## config.mk

```make
export PLATFORM = sky130hd
export DESIGN_NAME = shift_arbiter
export DESIGN_NICKNAME = d
export VERILOG_FILES = /design/src/rtl/shift_arbiter.sv
export SDC_FILE = /design/constraint.sdc
export NUM_CORES = 1
export LEC_CHECK = 0
export BUFFER_PORTS_ARGS = -buffer_cell sky130_fd_sc_hd__buf_2
export CORE_AREA = 2 2 107 109
export CTS_CLUSTER_SIZE = 40
export DETAILED_ROUTE_END_ITERATION = 7
export DIE_AREA = 0 0 109 111
export PLACE_DENSITY = 0.87
export SYNTH_ARGS = -nofsm -noshare
export SYNTH_HDL_FRONTEND = slang
export SYNTH_SLANG_ARGS = --single-unit
```

## constraint.sdc

```tcl
create_clock -name clk -period 5.6 [get_ports clk]
set_input_delay 0.84 -clock clk [delete_from_list [all_inputs] [get_ports clk]]
set_output_delay 0.84 -clock clk [all_outputs]
set_load 0.02 [all_outputs]
```

## src/rtl/shift_arbiter.sv

```systemverilog
`default_nettype none
// ============================================================================
// Module   : shift_arbiter
// Purpose  : Round-robin arbiter/sequencer sharing one registered barrel
//            shifter among NUM_REQ requesters. Optional SHIFT_ARB_RANGE_CHK_EN
//            lets out-of-range shifts bypass the shifter.
// Revision : 1.0 - initial release
// ============================================================================
module shift_arbiter #(
    parameter int NUM_REQ = 4,
    parameter int IDW     = 2
) (
    input  logic                  clk,
    input  logic                  rst_n,
    input  logic [NUM_REQ-1:0]    req_valid,
    output logic [NUM_REQ-1:0]    req_ready,
    input  logic [32*NUM_REQ-1:0] req_base,
    input  logic [8*NUM_REQ-1:0]  req_power,
    output logic [31:0]           sh_base,
    output logic [7:0]            sh_power,
    input  logic [31:0]           sh_result,
    output logic                  rsp_valid,
    input  logic                  rsp_ready,
    output logic [IDW-1:0]        rsp_id,
    output logic [31:0]           rsp_result,
    output logic                  busy
);

    typedef enum logic [1:0] {
        IDLE  = 2'd0,
        ISSUE = 2'd1,
        WAIT  = 2'd2,
        RESP  = 2'd3
    } state_t;

    state_t         r_state;
    state_t         w_state_nxt;
    logic [IDW-1:0] r_last_grant;
    logic [IDW-1:0] r_id;
    logic [31:0]    r_base;
    logic [7:0]     r_power;
    logic [31:0]    r_result;
    logic [IDW-1:0] w_grant;
    logic [IDW-1:0] w_cand;
    logic           w_found;
    logic           w_accept;
    logic [31:0]    w_sel_base;
    logic [7:0]     w_sel_power;

    // Walk from the far end back toward last_grant+1 so the nearest set bit wins.
    always_comb begin
        w_grant = '0;
        w_cand  = '0;
        w_found = 1'b0;
        for (int k = NUM_REQ; k >= 1; k--) begin
            w_cand = IDW'((int'(r_last_grant) + k) % NUM_REQ);
            if (req_valid[w_cand]) begin
                w_grant = w_cand;
                w_found = 1'b1;
            end
        end
    end

    assign w_sel_base  = req_base[{w_grant, 5'd0} +: 32];
    assign w_sel_power = req_power[{w_grant, 3'd0} +: 8];
    assign w_accept    = (r_state == IDLE) && w_found && rst_n;

`ifdef SHIFT_ARB_RANGE_CHK_EN
    logic w_big;
    // Magnitude >= 32: 0x20..0x7F positive, 0x80..0xE0 negative.
    assign w_big = w_sel_power[7] ? (w_sel_power <= 8'hE0) : (w_sel_power >= 8'h20);
`endif

    always_comb begin
        w_state_nxt = r_state;
        req_ready   = '0;
        case (r_state)
            IDLE: begin
                if (w_accept) begin
                    req_ready[w_grant] = 1'b1;
`ifdef SHIFT_ARB_RANGE_CHK_EN
                    w_state_nxt = w_big ? RESP : ISSUE;
`else
                    w_state_nxt = ISSUE;
`endif
                end
            end
            ISSUE:   w_state_nxt = WAIT;
            WAIT:    w_state_nxt = RESP;
            RESP:    if (rsp_ready) w_state_nxt = IDLE;
            default: w_state_nxt = IDLE;
        endcase
    end

    always_ff @(posedge clk or negedge rst_n) begin
        if (!rst_n) begin
            r_state <= IDLE;
        end else begin
            r_state <= w_state_nxt;
        end
    end

    always_ff @(posedge clk or negedge rst_n) begin
        if (!rst_n) begin
            r_last_grant <= IDW'(NUM_REQ - 1);
            r_id         <= '0;
            r_base       <= '0;
            r_power      <= '0;
            r_result     <= '0;
        end else begin
            if (w_accept) begin
                r_id         <= w_grant;
                r_last_grant <= w_grant;
`ifdef SHIFT_ARB_RANGE_CHK_EN
                if (w_big) begin
                    r_result <= '0;
                end else begin
                    r_base  <= w_sel_base;
                    r_power <= w_sel_power;
                end
`else
                r_base  <= w_sel_base;
                r_power <= w_sel_power;
`endif
            end
            if (r_state == WAIT) begin
                r_result <= sh_result;
            end
        end
    end

    assign sh_base    = r_base;
    assign sh_power   = r_power;
    assign rsp_valid  = (r_state == RESP);
    assign rsp_id     = r_id;
    assign rsp_result = r_result;
    assign busy       = (r_state != IDLE);

endmodule
`default_nettype wire

```

==> impl_metrics.json, run 1 <==
{
  "drt-pass1-iter-count": 6,
  "ys_ff_latch": 78,
  "path_cells": "buf_2 > or2b_1 > a21oi_4 > nor2_4 > buf_4 > nor2_1 > buf_2",
  "met2_usage": 0.403,
  "relSlewSlack": 0.352,
  "yosysSeqAreaShare": 0.428,
  "synth-edff-count": 0,
  "drv_slew": 0,
  "grt_pass1_wl_mm": 20.8,
  "met3_usage": 0.0564,
  "synth_ff_type": "dfrtp_1",
  "yosys_warnings": 0,
  "path_delay_family": "buffers and inverters",
  "cts-root-buf": "clkbuf_16",
  "use_met1": 0.241,
  "core_area_sq_um": 11100,
  "fp-row-count": 39,
  "gp_congestion": 0.887,
  "hp-class": "register to register",
  "die_area_sq_um": 12100,
  "start_util": 0.412,
  "tns_ns": 0,
  "ctsResizeCount": 0,
  "cp.arrival_ns": 2.58,
  "num-fill-cells": 912,
  "hold_viol": 0,
  "maxCapViolCount": 0,
  "clock_skew_ns": 0.00670,
  "layout.nets": 850,
  "crit_buf_inv": 3,
  "synth_fp_nets": 588,
  "wl_mm": 13.3,
  "r2r_start": "r_last_grant[1]",
  "ys_async_sr_fraction": 1.00,
  "drcViolationCount": 0,
  "drtAntennaViolNets": 0,
  "yosysMostFrequentCell": "dfrtp_1",
  "clk_path_buf_depth": 2,
  "crit_type": "input port to output port",
  "antenna_found_initial": 0,
  "area_delta_synth_final_pct": 38.0,
  "grt_pass1_vias": 4399,
  "first_iter_violations": 196,
  "regArea_sq_um": 1950,
  "cp_max_fo": 43,
  "design_area_sq_um": 6300,
  "leakage_nw": 2.93,
  "insertion_delay_ns": 0.33,
  "synth.top_cells.by_area": "dfrtp_1 42%, a211oi_2 15%, mux2i_1 9.0%",
  "synth_top_area_frac": 0.416,
  "postCtsHoldBufs": 0,
  "vias": 4249,
  "finalPower_w": 0.00340,
  "avgSynthCellArea_sq_um": 11.8,
  "path_clk_slew_ns": 0.06,
  "grt.overflow.total": 0,
  "cp-start-kind": "input port",
  "cpMostUsedCell": "buf_2",
  "viasPerCell": 5.34,
  "htree_levels": 3,
  "busiest_layer": "met2",
  "cp.required_ns": 4.76,
  "grtUsageTotal": 0.220,
  "postSynthCellCount": 386,
  "end_kind": "output port",
  "antennaDiodeCount": 0,
  "yosys.area.top_type": "dfrtp_1",
  "io_pins": 279,
  "clock_sinks": 78,
  "finish.utilization": 0.569,
  "peakVddDrop_uv": 344,
  "synth_common_cells": "76 x dfrtp_1, 56 x a211oi_2, 46 x nor2_1, 41 x mux2i_1, 40 x nor3b_1",
  "drive_gt1_frac": 0.616,
  "setup_violations": 0,
  "synth_cell_type_count": 32,
  "status": "completed",
  "cpPeakStageDelay_ns": 0.53,
  "rsz0062_at_grt": "false",
  "cts_buffers": 9,
  "worst_pin_slew_ns": 0.972,
  "slowest_stage": "a21oi_4",
  "io_buffer_count": 278,
  "post-route-period-util": 0.611,
  "min_from": "rsp_id[1]",
  "dieWidth_um": 109,
  "wl_per_cell_um": 16.8,
  "powerDensity_nw_per_um2": 539,
  "period_minus_slack_ns": 3.42,
  "cts_tree": "done",
  "dpl_cell_area_sq_um": 6000,
  "multi_input_area_sq_um": 2390,
  "crit_start": "req_valid[1]",
  "synth_area_sq_um": 4570,
  "timing.fmax_mhz": 292,
  "cts.repair_timing.setup_buffer_count": 0,
  "die_height_um": 111,
  "grt_max_degree": 80,
  "hpwl_mm": 9.86
}
layout by cell type (no fill, tap or decap), types with 2 or more instances in the layout:
| master | netlist | routed |
|---|---|---|
| nand2_1 | 3 | 3 |
| mux2i_1 | 41 | 41 |
| nor3_1 | 2 | 2 |
| a211oi_2 | 56 | 56 |
| buf_4 | 4 | 9 |
| inv_1 | 5 | 5 |
| nor2_1 | 46 | 45 |
| clkbuf_16 | 0 | 9 |
| inv_6 | 0 | 2 |
| clkinvlp_4 | 0 | 3 |
| a21oi_1 | 4 | 4 |
| dfstp_2 | 2 | 2 |
| mux2_2 | 32 | 32 |
| nor2_4 | 1 | 2 |
| buf_2 | 9 | 277 |
| nor3b_1 | 40 | 40 |
| dfrtp_1 | 76 | 76 |
| a211oi_1 | 25 | 25 |
| o21ai_0 | 2 | 2 |
| ha_1 | 3 | 3 |
| or2b_1 | 2 | 2 |
report_power, final:
part	leakage [nW]	total [W]	internal, W	switching, W
combinational	1.90	0.00178	0.000698	0.00108
clock	0.141	0.000593	0.000351	0.000242
sequential	0.885	0.00102	0.000860	0.000163
tightest hold or removal path, stage by stage (launching register included):
cell     delay, ns
dfrtp_1       0.34
nand2_1       0.05
nand2_1       0.06
cell families after synthesis:
logic type               after synthesis  share of synthesized area
AO/OA/AOI/OAI                         95                      0.224
adder cells (fa/ha/maj)                3                    0.00822
buffers and inverters                 40                     0.0526
flip-flops                            78                      0.428
multiplexers                          73                      0.169
AND/OR/NAND/NOR                       97                      0.119
state kept, by name (all words and copies together), names as in the netlist:
register      count
r_last_grant      2
r_state           2
rsp_id            2
rsp_result       32
sh_base          32
sh_power          8
per-layer routing:
metal / vias up / wire length (um) / part of all wire
li1: 1965 / - / -
met1: 2033 / 5220 / 0.39
met2: 224 / 6800 / 0.51
met3: 27 / 1060 / 0.080
met4: 0 / 265 / 0.020
met5: - / 0 / 0
worst paths after layout:
path	end	slack [ns]	cells past startpoint
worst min register to register	rsp_id[1]	0.48	2
worst max-delay path	req_ready[3]	2.18	7
worst max register to register	sh_power[2]	2.94	6
max in group asynchronous	sh_base[12]	4.18	2
min in group asynchronous	rsp_result[17]	0.81	2
worst min-delay path	rsp_id[1]	0.48	2
layout make-up:
cell class / count / share of cell area
Inverter: 5 / 0.00298
Clock inverter: 7 / 0.0129
Sequential cell: 78 / 0.310
Clock buffer: 9 / 0.0357
Multi-Input combinational cell: 268 / 0.379
Timing Repair Buffer: 286 / 0.231
Tap cell: 143 / 0.0284
through the flow:
| stage | cells | hold slack (ns) | setup slack, ns |
|---|---|---|---|
| 5_1_grt | 796 | 0.500 | 2.06 |
| 3_3_place_gp | 780 | 0.475 | 2.25 |
| 3_5_place_dp | 780 | 0.475 | 2.16 |
| 6_report | 796 | 0.483 | 2.18 |
| 4_1_cts | 796 | 0.490 | 2.15 |
| 2_1_floorplan | 386 | 0.499 | 2.49 |
Note: power is estimated with default switching activity, not from simulation.
==> run 2, diff against run 1 <==
- CORE_AREA: 2 2 107 109 -> 2 2 110 112
- DIE_AREA: 0 0 109 111 -> 0 0 112 114
- PLACE_DENSITY: 0.87 -> 0.86
- clock period: 5.6 -> 3 ns (I/O delays scaled with it)
==> run 2 against run 1 <==
Against the previous run: wire length decreased by 2.4%; clock power increased by 97%; global-route usage decreased by 1.8 points; sequential power increased by 84%; combinational power increased by 88%; critical path depth decreased by 1; count of clock-buffer cells in the layout increased by 1; largest cell class unchanged; first-iteration DRC count decreased by 5.6%; register-to-register slack got worse by 2.3 ns; hold slack got worse by 0.14 ns.
==> impl_metrics.json, run 2 (synthesis gave the netlist of run 1 again) <==
{
  "status": "completed",
  "tns_ns": 0,
  "cts-root-buf": "clkbuf_16",
  "wl_mm": 13.0,
  "io_pins": 279,
  "grtUsageTotal": 0.202,
  "viasPerCell": 5.17,
  "hold_viol": 0,
  "htree_levels": 3,
  "grt_pass1_wl_mm": 20.4,
  "met2_usage": 0.371,
  "clock_skew_ns": 0.00488,
  "grt_pass1_vias": 4228,
  "cts_tree": "done",
  "grt.overflow.total": 0,
  "hp-class": "input port to register",
  "final_cell_mix": "277 x buf_2, 76 x dfrtp_1, 56 x a211oi_2",
  "worst_pin_slew_ns": 1.19,
  "end_kind": "output port",
  "relSlewSlack": 0.208,
  "area_delta_synth_final_pct": 39.1,
  "mostFrequentLayoutCell": "buf_2",
  "cts.repair_timing.setup_buffer_count": 0,
  "timing.fmax_mhz": 358,
  "gp_congestion": 0.761,
  "layout.nets": 854,
  "cp-start-kind": "register",
  "vias": 4159,
  "rsz0062_at_grt": "false",
  "clk_path_buf_depth": 2,
  "fin_hold_ws_ns": 0.345,
  "dpl_cell_area_sq_um": 6030,
  "cp.arrival_ns": 2.34,
  "fp-row-count": 40,
  "use_met1": 0.236,
  "period_minus_slack_ns": 2.79,
  "postCtsHoldBufs": 0,
  "powerDensity_nw_per_um2": 1010,
  "met3_usage": 0.0399,
  "io_buffer_count": 278,
  "clock_sinks": 78,
  "core_area_sq_um": 11700,
  "dieWidth_um": 112,
  "insertion_delay_ns": 0.33,
  "design_area_sq_um": 6350,
  "path_clk_slew_ns": 0.06,
  "die_height_um": 114,
  "grt_max_degree": 79,
  "wl_per_cell_um": 16.2,
  "drtAntennaViolNets": 0,
  "drive_gt1_frac": 0.616,
  "antennaDiodeCount": 0,
  "first_iter_violations": 185,
  "hpwl_mm": 9.61,
  "drcViolationCount": 0,
  "leakage_nw": 2.96,
  "drv_slew": 0,
  "drt-pass1-iter-count": 4,
  "ctsResizeCount": 0,
  "setup_violations": 0,
  "post-route-period-util": 0.930,
  "busiest_layer": "met2",
  "peakVddDrop_uv": 590,
  "cts_buffers": 9,
  "crit_type": "register to output port",
  "cp.required_ns": 2.55,
  "start_util": 0.390,
  "maxCapViolCount": 0,
  "antenna_found_initial": 0,
  "die_area_sq_um": 12800,
  "cp_max_fo": 43
}
run 2: cell types whose count changed in the layout (fill, tap and decap cells not counted), sizes merged:
| cell | delta |
|---|---|
| buf | +4 |
| bufinv | +1 |
| clkbuf | +1 |
| clkinvlp | -1 |
| inv | -1 |
run 2: final timing paths:
| check | from | slack [ns] | cells after the start | to |
|---|---|---|---|---|
| worst min register to register | rsp_id[1] | 0.48 | 2 | rsp_id[1] |
| min in group asynchronous | rst_n | 0.41 | 2 | rsp_result[5] |
| max in group asynchronous | rst_n | 1.95 | 2 | sh_power[7] |
| worst min-delay path | sh_result[8] | 0.34 | 2 | rsp_result[8] |
| worst max register to register | r_last_grant[1] | 0.62 | 6 | sh_base[14] |
| worst max-delay path | r_last_grant[1] | 0.21 | 6 | req_ready[3] |
run 2: layout make-up:
cell class / count / area [sq um]
inverter: 5 / 18.8
multi-input combinational: 268 / 2390
clock buffer: 10 / 229
clock inverter: 6 / 92.6
fill: 1053 / 5360
sequential: 78 / 1950
timing repair buffer: 290 / 1480
tap: 147 / 184
run 2: report_power, final:
| part | switching, W | total, W | internal [W] |
|---|---|---|---|
| clock network | 0.000439 | 0.00117 | 0.000735 |
| logic | 0.00202 | 0.00334 | 0.00132 |
| registers | 0.000279 | 0.00188 | 0.00160 |
| total | 0.00274 | 0.00640 | 0.00366 |
run 2: per-layer routing:
| metal | vias up | wire length, um |
|---|---|---|
| li1 | 1975 | - |
| met1 | 1994 | 5380 |
| met2 | 179 | 6670 |
| met3 | 11 | 821 |
| met4 | 0 | 153 |
| met5 | - | 0 |
run 2: stage by stage:
| step | std cells | setup WS, ns | total power (W) | util |
|---|---|---|---|---|
| after CTS | 804 | 0.181 | 0.00647 | 0.543 |
| final | 804 | 0.209 | 0.00640 | 0.543 |
| after global routing | 804 | 0.0280 | 0.00681 | 0.543 |
| after global placement | 788 | 0.515 | 0.00518 | 0.515 |
| after floorplan | 386 | 0.598 | 0.00424 | - |
| after detailed placement | 788 | 0.446 | 0.00527 | 0.515 |
run 2: critical path: stages (launching register included):
cell and delay (ns):
dfstp_2 0.59, mux2i_1 0.29, o22ai_4 0.14, nor2_4 0.10, buf_4 0.59, nor2_1 0.10, buf_2 0.18
